==> src/rtl/hazard_scoreboard.sv <==
// ---------------------------------------------------------------------------
// hazard_scoreboard
//   Hazard unit for the 5-stage pipeline with an attached multi-cycle
//   (mul/div) unit. It provides:
//     - E-stage operand forwarding (M before W, x0 never forwards)
//     - load-use stall
//     - branch flush
//     - a per-register pending scoreboard for long-latency ops, which leave
//       E into the mul/div unit and write back through W
//     - a limit on the number of long ops in flight
//
//   Optional build macro: HAZARD_PERF_CNT_EN adds saturating stall/flush
//   cycle counters. Without it the counter outputs are tied to 0.
//
// Parameters
//   REG_ADDR_W       register address width, NUM_REGS = 2**REG_ADDR_W
//   MAX_OUTSTANDING  max in-flight long ops (1..NUM_REGS-1)
//   CNT_W            perf counter width
//
// Ports
//   clk, reset_n                  clock (rising edge), async active-low reset
//   rs1_d, rs2_d, rd_d, long_op_d D-stage regs, D instr is a long op
//   rs1_e, rs2_e, rd_e            E-stage regs
//   result_src_e_0                E instr is a load
//   pc_src_e                      taken branch/jump in E
//   issue_long_e                  long op leaves E this cycle
//   rd_m, regwrite_m              M-stage dest / write enable
//   rd_w, regwrite_w              W-stage dest / write enable
//   long_done_w, long_rd_w        long-op result written in W this cycle
//   stall_f, stall_d              hold F/D registers
//   flush_d, flush_e              bubble D/E registers
//   forward_operand_a/b_e         10 = M, 01 = W, 00 = regfile
//   sb_busy                       any scoreboard bit set (registered view)
//   stall_cycles, flush_cycles    perf counters
// ---------------------------------------------------------------------------

// Forwarding mux select for one E-stage source operand.
module hazard_fwd_sel #(
    parameter int REG_ADDR_W = 5
) (
    input  logic [REG_ADDR_W-1:0] rs_e,
    input  logic [REG_ADDR_W-1:0] rd_m,
    input  logic                  regwrite_m,
    input  logic [REG_ADDR_W-1:0] rd_w,
    input  logic                  regwrite_w,
    output logic [1:0]            fwd
);
    always_comb begin
        fwd = 2'b00;
        // x0 is hardwired; a write "to" it must never be forwarded.
        if (rs_e != '0) begin
            if (regwrite_m && (rd_m == rs_e))
                fwd = 2'b10;
            else if (regwrite_w && (rd_w == rs_e))
                fwd = 2'b01;
        end
    end
endmodule

module hazard_scoreboard #(
    parameter int REG_ADDR_W      = 5,
    parameter int MAX_OUTSTANDING = 2,
    parameter int CNT_W           = 16
) (
    input  logic                  clk,
    input  logic                  reset_n,
    // D stage
    input  logic [REG_ADDR_W-1:0] rs1_d,
    input  logic [REG_ADDR_W-1:0] rs2_d,
    input  logic [REG_ADDR_W-1:0] rd_d,
    input  logic                  long_op_d,
    // E stage
    input  logic [REG_ADDR_W-1:0] rs1_e,
    input  logic [REG_ADDR_W-1:0] rs2_e,
    input  logic [REG_ADDR_W-1:0] rd_e,
    input  logic                  result_src_e_0,
    input  logic                  pc_src_e,
    input  logic                  issue_long_e,
    // M stage
    input  logic [REG_ADDR_W-1:0] rd_m,
    input  logic                  regwrite_m,
    // W stage
    input  logic [REG_ADDR_W-1:0] rd_w,
    input  logic                  regwrite_w,
    input  logic                  long_done_w,
    input  logic [REG_ADDR_W-1:0] long_rd_w,
    // controls
    output logic                  stall_f,
    output logic                  stall_d,
    output logic                  flush_d,
    output logic                  flush_e,
    output logic [1:0]            forward_operand_a_e,
    output logic [1:0]            forward_operand_b_e,
    output logic                  sb_busy,
    output logic [CNT_W-1:0]      stall_cycles,
    output logic [CNT_W-1:0]      flush_cycles
);
    localparam int NUM_REGS = 1 << REG_ADDR_W;
    localparam int OCNT_W   = (MAX_OUTSTANDING < 2) ? 1 : $clog2(MAX_OUTSTANDING + 1);
    localparam logic [OCNT_W-1:0] MAX_CNT = OCNT_W'(MAX_OUTSTANDING);

    // ---------------- forwarding: one selector per source operand ----------
    logic [1:0][REG_ADDR_W-1:0] rs_e;
    logic [1:0][1:0]            fwd;

    assign rs_e = {rs2_e, rs1_e};

    for (genvar g = 0; g < 2; g++) begin : g_fwd
        hazard_fwd_sel #(.REG_ADDR_W(REG_ADDR_W)) u_sel (
            .rs_e       (rs_e[g]),
            .rd_m       (rd_m),
            .regwrite_m (regwrite_m),
            .rd_w       (rd_w),
            .regwrite_w (regwrite_w),
            .fwd        (fwd[g])
        );
    end

    assign forward_operand_a_e = fwd[0];
    assign forward_operand_b_e = fwd[1];

    // ---------------- load-use ---------------------------------------------
    logic lw_stall;
    assign lw_stall = result_src_e_0 && (rd_e != '0) &&
                      ((rs1_d == rd_e) || (rs2_d == rd_e));

    // ---------------- scoreboard -------------------------------------------
    logic [NUM_REGS-1:0] pend_q, pend_eff, pend_d;
    logic [NUM_REGS-1:0] done_mask, set_mask;

    // The regfile is write-first, so a result landing in W this cycle is
    // already readable in D: drop its pending bit before the stall lookup.
    assign done_mask = long_done_w ? (NUM_REGS'(1) << long_rd_w) : '0;
    assign set_mask  = (issue_long_e && (rd_e != '0)) ? (NUM_REGS'(1) << rd_e) : '0;
    assign pend_eff  = pend_q & ~done_mask;
    // Set after clear: a new issue to the same reg keeps it pending.
    assign pend_d    = pend_eff | set_mask;

    // Index 0 is never pending (set_mask excludes it), the explicit masks
    // keep x0 out of the lookup regardless.
    logic sb_stall;
    assign sb_stall = ((rs1_d != '0) && pend_eff[rs1_d]) ||
                      ((rs2_d != '0) && pend_eff[rs2_d]) ||
                      ((rd_d  != '0) && pend_eff[rd_d]);

    // ---------------- outstanding count ------------------------------------
    logic [OCNT_W-1:0] cnt_q, cnt_nxt;

    always_comb begin
        cnt_nxt = cnt_q;
        if (issue_long_e && !long_done_w) begin
            // Issuing at the limit is prevented by cap_stall; hold rather
            // than wrap should it ever happen.
            if (cnt_q != MAX_CNT)
                cnt_nxt = cnt_q + 1'b1;
        end else if (!issue_long_e && long_done_w) begin
            // A done with nothing outstanding (e.g. a result arriving after
            // reset) is ignored instead of wrapping.
            if (cnt_q != '0)
                cnt_nxt = cnt_q - 1'b1;
        end
    end

    logic cap_stall;
    assign cap_stall = long_op_d && (cnt_nxt == MAX_CNT);

    always_ff @(posedge clk or negedge reset_n) begin
        if (!reset_n) begin
            pend_q <= '0;
            cnt_q  <= '0;
        end else begin
            pend_q <= pend_d;
            cnt_q  <= cnt_nxt;
        end
    end

    assign sb_busy = |pend_q;

    // ---------------- stall / flush ----------------------------------------
    logic hz;
    assign hz = lw_stall || sb_stall || cap_stall;

    // A taken branch kills the D instr anyway, so it overrides the stall.
    assign stall_f = hz && !pc_src_e;
    assign stall_d = hz && !pc_src_e;
    assign flush_d = pc_src_e;
    assign flush_e = hz || pc_src_e;

    // ---------------- perf counters ----------------------------------------
`ifdef HAZARD_PERF_CNT_EN
    logic [CNT_W-1:0] stall_cnt_q, flush_cnt_q;

    always_ff @(posedge clk or negedge reset_n) begin
        if (!reset_n) begin
            stall_cnt_q <= '0;
            flush_cnt_q <= '0;
        end else begin
            if (stall_d && (stall_cnt_q != '1))
                stall_cnt_q <= stall_cnt_q + 1'b1;
            if (flush_e && (flush_cnt_q != '1))
                flush_cnt_q <= flush_cnt_q + 1'b1;
        end
    end

    assign stall_cycles = stall_cnt_q;
    assign flush_cycles = flush_cnt_q;
`else
    assign stall_cycles = '0;
    assign flush_cycles = '0;
`endif

endmodule

==> config.mk <==
export PLATFORM = sky130hd
export DESIGN_NAME = hazard_scoreboard
export DESIGN_NICKNAME = d
export VERILOG_FILES = /design/src/rtl/hazard_scoreboard.sv
export SDC_FILE = /design/constraint.sdc
export NUM_CORES = 1
export LEC_CHECK = 0
export ABC_AREA = 1
export ABC_CLOCK_PERIOD_IN_PS = 3300
export BUFFER_PORTS_ARGS = -buffer_cell sky130_fd_sc_hd__buf_2
export CORE_MARGIN = 3
export CORE_UTILIZATION = 59
export DETAILED_ROUTE_END_ITERATION = 7
export PLACE_DENSITY = 0.89
export SETUP_SLACK_MARGIN = 0.15
export SLEW_MARGIN = 20
export SYNTH_ARGS = -nofsm -noshare
export SYNTH_HDL_FRONTEND = slang
export SYNTH_HIERARCHICAL = 1
export SYNTH_SLANG_ARGS = --single-unit
==> constraint.sdc <==
create_clock -name clk -period 3.3 [get_ports clk]
set_input_delay 0.33 -clock clk [delete_from_list [all_inputs] [get_ports clk]]
set_output_delay 0.33 -clock clk [all_outputs]
set_load 0.01 [all_outputs]
## Yosys cells after proc, flatten, opt, wreduce, memory -nomap -nowiden

Index checks and enable logic that the tools add are counted.

- Flip-flop bits (word level): 34
- Input port bits: 54

- Mux-type cells: 18
- Magnitude comparators: 3
- Shifts and indexed selects: 2
- Equal/unequal tests: 8
- Reduce and logical (&&, ||, !) cells: 31
- Add/subtract/negate cells: 2
- Bitwise gates (word level): 3

Operator list:

| cell | count |
|---|---|
| $mux W32 | 2 |
| $shl A1 B5 Y32 const A | 2 |
| $and A32 B32 Y32 | 1 |
| $not A32 Y32 | 1 |
| $or A32 B32 Y32 | 1 |
| $reduce_or A32 Y1 | 1 |
| $eq A5 B5 Y1 | 6 |
| $reduce_bool A5 Y1 | 6 |
| $lt A5 B6 Y1 const B | 3 |
| $mux W2 | 8 |
| $bmux W1 S5 | 3 |
| $logic_and A1 B1 Y1 | 14 |
| $logic_or A1 B1 Y1 | 6 |
| $mux W1 | 5 |
| $logic_not A1 Y1 | 3 |
| $add A2 B1 Y2 const B | 1 |
| $eq A2 B2 Y1 const B | 1 |
| $ne A2 B2 Y1 const B | 1 |
| $reduce_bool A2 Y1 | 1 |
| $sub A2 B1 Y2 const B | 1 |

## Longest topological paths before layout

- Depth after elaboration: 12
- Gate-level depth with buffers: 18
- Depth with buffers taken out: 16

## Cells and area by module

The synthesis kept the hierarchy.

Modules (own cells, without submodules):

| module | cells an instance | times used | area each (um^2) |
|---|---|---|---|
| hazard_scoreboard | 513 | 1 | 3,258.1 |
| hazard_fwd_sel | 58 | 2 | 234.0 |

## Worst setup path after synthesis

No wires, ideal clock.

- Path kind: in2out
- From: input long_rd_w[3]
- To: output stall_f
- Slack: 1.197 ns
- Required time: 2.970 ns
- Data arrival time: 1.773 ns
- Stages: 14
- Cells stage by stage: buf_4 inv_2 buf_6 nor2_2 a21oi_2 nand2_1 nand3_1 nand3_1 nand3_1 nand2_1 nor2_1 nor2_1 a21oi_1 buf_4

- Cells in the longest elaborated chain, start to end: 12
- Elaborated cells on any way between the ends: 18

Ends and longest elaborated chain:

| item | line | RTL |
|---|---|---|
| start: declaration | 86 | `input logic [REG_ADDR_W-1:0] long_rd_w,` |
| $shl A1 B5 Y32 * | 133 | `assign done_mask = long_done_w ? (NUM_REGS'(1) << long_rd_w) : '0;` |
| $mux W32 * | 133 |  |
| $not A32 Y32 * | 135 | `assign pend_eff = pend_q & ~done_mask;` |
| $and A32 B32 Y32 * | 135 |  |
| $bmux W1 S5 (on tied branches) | 142, 143 |  |
| $mux W1 (on tied branches) | 142, 143 |  |
| $logic_and A1 B1 Y1 (on tied branches) | 142, 143 |  |
| $logic_or A1 B1 Y1 | 142 | `assign sb_stall = ((rs1_d != '0) && pend_eff[rs1_d]) \|\|` |
| $logic_or A1 B1 Y1 * | 143 | `((rs2_d != '0) && pend_eff[rs2_d]) \|\|` |
| $logic_or A1 B1 Y1 * (2 in series) | 181 | `assign hz = lw_stall \|\| sb_stall \|\| cap_stall;` |
| $logic_and A1 B1 Y1 * | - |  |
| end: declaration | 88 | `output logic stall_f,` |

Every way passes the cells marked *; elsewhere a longest branch is shown, timed or not. The select of a mux whose other input is x is not followed.

## Worst setup path in the final report

- From: input long_done_w
- To: output stall_d

- Cells in the longest elaborated chain, start to end: 11
- Elaborated cells on any way between the ends: 24

Ends and longest elaborated chain:

| item | line | RTL |
|---|---|---|
| start: declaration | 85 | `input logic long_done_w,` |
| $mux W32 | 133 |  |
| $not A32 Y32 | 135 |  |
| $and A32 B32 Y32 | 135 |  |
| $bmux W1 S5 (on tied branches) | 142, 143 |  |
| $mux W1 (on tied branches) | 142, 143 |  |
| $logic_and A1 B1 Y1 (on tied branches) | 142, 143 |  |
| $logic_or A1 B1 Y1 | 142 |  |
| $logic_or A1 B1 Y1 | 143 |  |
| $logic_or A1 B1 Y1 | 181 |  |
| $logic_or A1 B1 Y1 * | 181 |  |
| $logic_and A1 B1 Y1 * | 185 | `assign stall_d = hz && !pc_src_e;` |
| end: declaration | 89 | `output logic stall_d,` |

Marks and branches as above.

==> results.txt <==
CP bufs+invs -> 4
Syn avg cell area -> 5.92 um^2
Critical path's slowest cell -> nor2_2
Wire per inst -> 15.9 um
Endpoints failing hold -> 0
Worst-margin pin slew -> 739 ps
CTS tree -> built
Post-DP HPWL -> 9.50 mm
Cell count after synthesis -> 629
Finished Layout Cells -> 753
Largest net degree at the start of global routing -> 35
Setup TNS -> 0 ps
GPL Wtd Cong -> 1.10
F_max -> 389 MHz
Synth warnings -> 6
Max transition margin -> 50.8%
Post-route ant nets -> 0
Setup Crit Path Kind -> in -> out
Most common cell after layout, fill and taps aside -> nand2_1
DR vias/cell -> 5.80
# diodes -> 0
Dominant synthesized flop cell -> dfrtp_1
Clk slew on worst S/H paths -> 70 ps
Status -> complete, no violations
Std-Cell Rows -> 28
Die Width -> 85.5 um
Arrival time at the worst endpoint -> 2240 ps
Initial antenna violation count -> 0
Post-synthesis sequential area ratio -> 22.8%
Area Overhead vs Synth -> 6.82%
Clk Latency, worst-skew pair -> 290 ps
Post-Route WL -> 11.9 mm
Number of remaining DRC errors -> 0
Sink Count -> 34
Postcts setup bufs -> 0
CTS max path bufs -> 2
CTS H-tree depth -> 2
Hold buffers post-CTS -> 0
Detailed Routing Iterations Pass 1 -> 5
Final net count -> 734
Total gr overflow -> 0
Gr usage total -> 33.2%
Min Tclk post-route -> 2570 ps
CTS Root Cell -> clkbuf_8
Power per Cell Area -> 395 nW/um^2
Final setup viols -> 0
Max Cap Violations -> 0
Critical path peak fanout -> 12
Pre-CTS setup slack -> 791 ps
Crit path launch type -> input port
Die H -> 85.5 um
Critical path cell sequence -> buf_2 > inv_2 > nor2_2 > inv_2 > o21ai_1 > nand2_1 > nand2_1 > a21oi_1 > nand2_1 > nand3_1 > nand2_1 > nand2_1 > nor2_2 > a21oi_1 > buf_2
Synth async-reset ratio -> 100%
Ports -> 95
CP required -> 2970 ps
Final worst slack -> 730 ps
Core ar. -> 6030 um^2
Worst Skew -> 0.0381 ps
Most frequent cells in the layout -> nand2_1, nand3_1, buf_2
Worst Hold Class -> in -> async
PortBufs -> 62
Unrepaired setup endpoints after global routing -> false
Initial DRC count -> 660
Slew Viols, Final -> 0
Layout cell share with drive strength beyond 1 -> 15.9%
Critical Path Max Stage Delay -> 430 ps
Largest delay contributor family on the critical path -> simple AND/OR/NAND/NOR gates
Endpoint class of the critical path -> output pin
Leakage -> 2.08 nW
Vias in the first global route -> 4,063
Post-route clock period utilization -> 77.9%
Hold Worst Slack -> 97.7 ps
Count of cell types in the netlist -> 40
Starting density of the core -> 61.8%
Vias -> 4,369
Number of buffers created by CTS -> 5
First-pass GRT wire length -> 19.3 mm
Number of flops mapped to enable cells by yosys -> 0
Die area -> 7310 um^2
Worst vdd ir -> 0.405 mV
Final Total Pwr -> 1.57 mW
Post-cts gate resize count -> 0
Placed cells -> 745
Yosys reg bits -> 34
Netlist Area Pre-Place -> 3730 um^2
Top cell by count, worst path -> nand2_1
==> routing by layer <==
metal	track usage [%]	share of wire, %	vias up
met5	0	0	-
li1	-	-	2058
met3	7.67	13	69
met1	41.4	37	1913
met2	54.1	45	329
met4	16.0	5.5	0
==> synth_stat cells (4+ instances only) <==
cell | instances | share of area, %
xnor2_1 | 5 | 1.2
inv_1 | 60 | 6.0
nand2_2 | 6 | 1.0
nor4_1 | 8 | 1.3
buf_2 | 7 | 0.94
inv_2 | 12 | 1.2
a21boi_0 | 5 | 1.0
dfrtp_1 | 34 | 23
nor2_2 | 8 | 1.3
nand4_1 | 9 | 1.5
a21oi_1 | 16 | 2.1
nor2_1 | 50 | 5.0
nand3_1 | 90 | 12
o21ai_1 | 7 | 0.94
o21ai_0 | 29 | 3.9
nor3_1 | 6 | 0.81
clkbuf_1 | 6 | 0.60
o21bai_1 | 6 | 1.2
nand2_1 | 193 | 19
o211ai_1 | 4 | 0.81
buf_4 | 37 | 7.5
==> layout make-up <==
class / count / area [um^2]
Clock inverter: 2 / 12.5
Sequential cell: 34 / 851
Tap cell: 75 / 93.8
Fill cell: 603 / 2050
Clock buffer: 6 / 82.6
Multi-Input combinational cell: 500 / 2350
Inverter: 73 / 274
Timing Repair Buffer: 63 / 318
==> worst paths after layout <==
| path | start | end | slack (ps) | cells after the start |
|---|---|---|---|---|
| min in group clk | issue_long_e | pend_q[16] | 410 | 3 |
| max in group asynchronous | reset_n | pend_q[7] | 2720 | 1 |
| worst min-delay path | reset_n | cnt_q[0] | 100 | 1 |
| worst max register to register | cnt_q[0] | cnt_q[0] | 2120 | 6 |
| worst max-delay path | long_done_w | stall_d | 730 | 15 |
| worst min register to register | pend_q[14] | pend_q[14] | 570 | 2 |
==> cell families (layout without fill, tap and decap cells) <==
group | Yosys count | in the layout | share of synthesized area, %
simple gates | 381 | 381 | 45.1
buf+inv | 126 | 144 | 17.3
compound gates | 76 | 76 | 11.8
flops | 34 | 34 | 22.8
xor+xnor | 8 | 8 | 1.88
fa+ha+maj | 3 | 3 | 1.01
other cells | 1 | 32 | 0.101
==> stage by stage <==
step	cell area (um^2)	util (%)
finish	3980	66.1
global route	3980	66.1
CTS	3980	66.1
detailed placement	3880	64.5
global placement	3880	64.5
floorplan	3840	-
==> flip-flops by register name, summed over array words and instances (netlist names) <==
signal and count:
pend_q 32, cnt_q 2
==> where the power goes <==
part | leakage, nW | internal, mW | switching (mW)
combinational | 1.62 | 0.207 | 0.421
sequential | 0.417 | 0.515 | 0.105
clock | 0.0472 | 0.168 | 0.156
total | 2.08 | 0.890 | 0.682
Note: power is estimated with default switching activity, not from simulation.
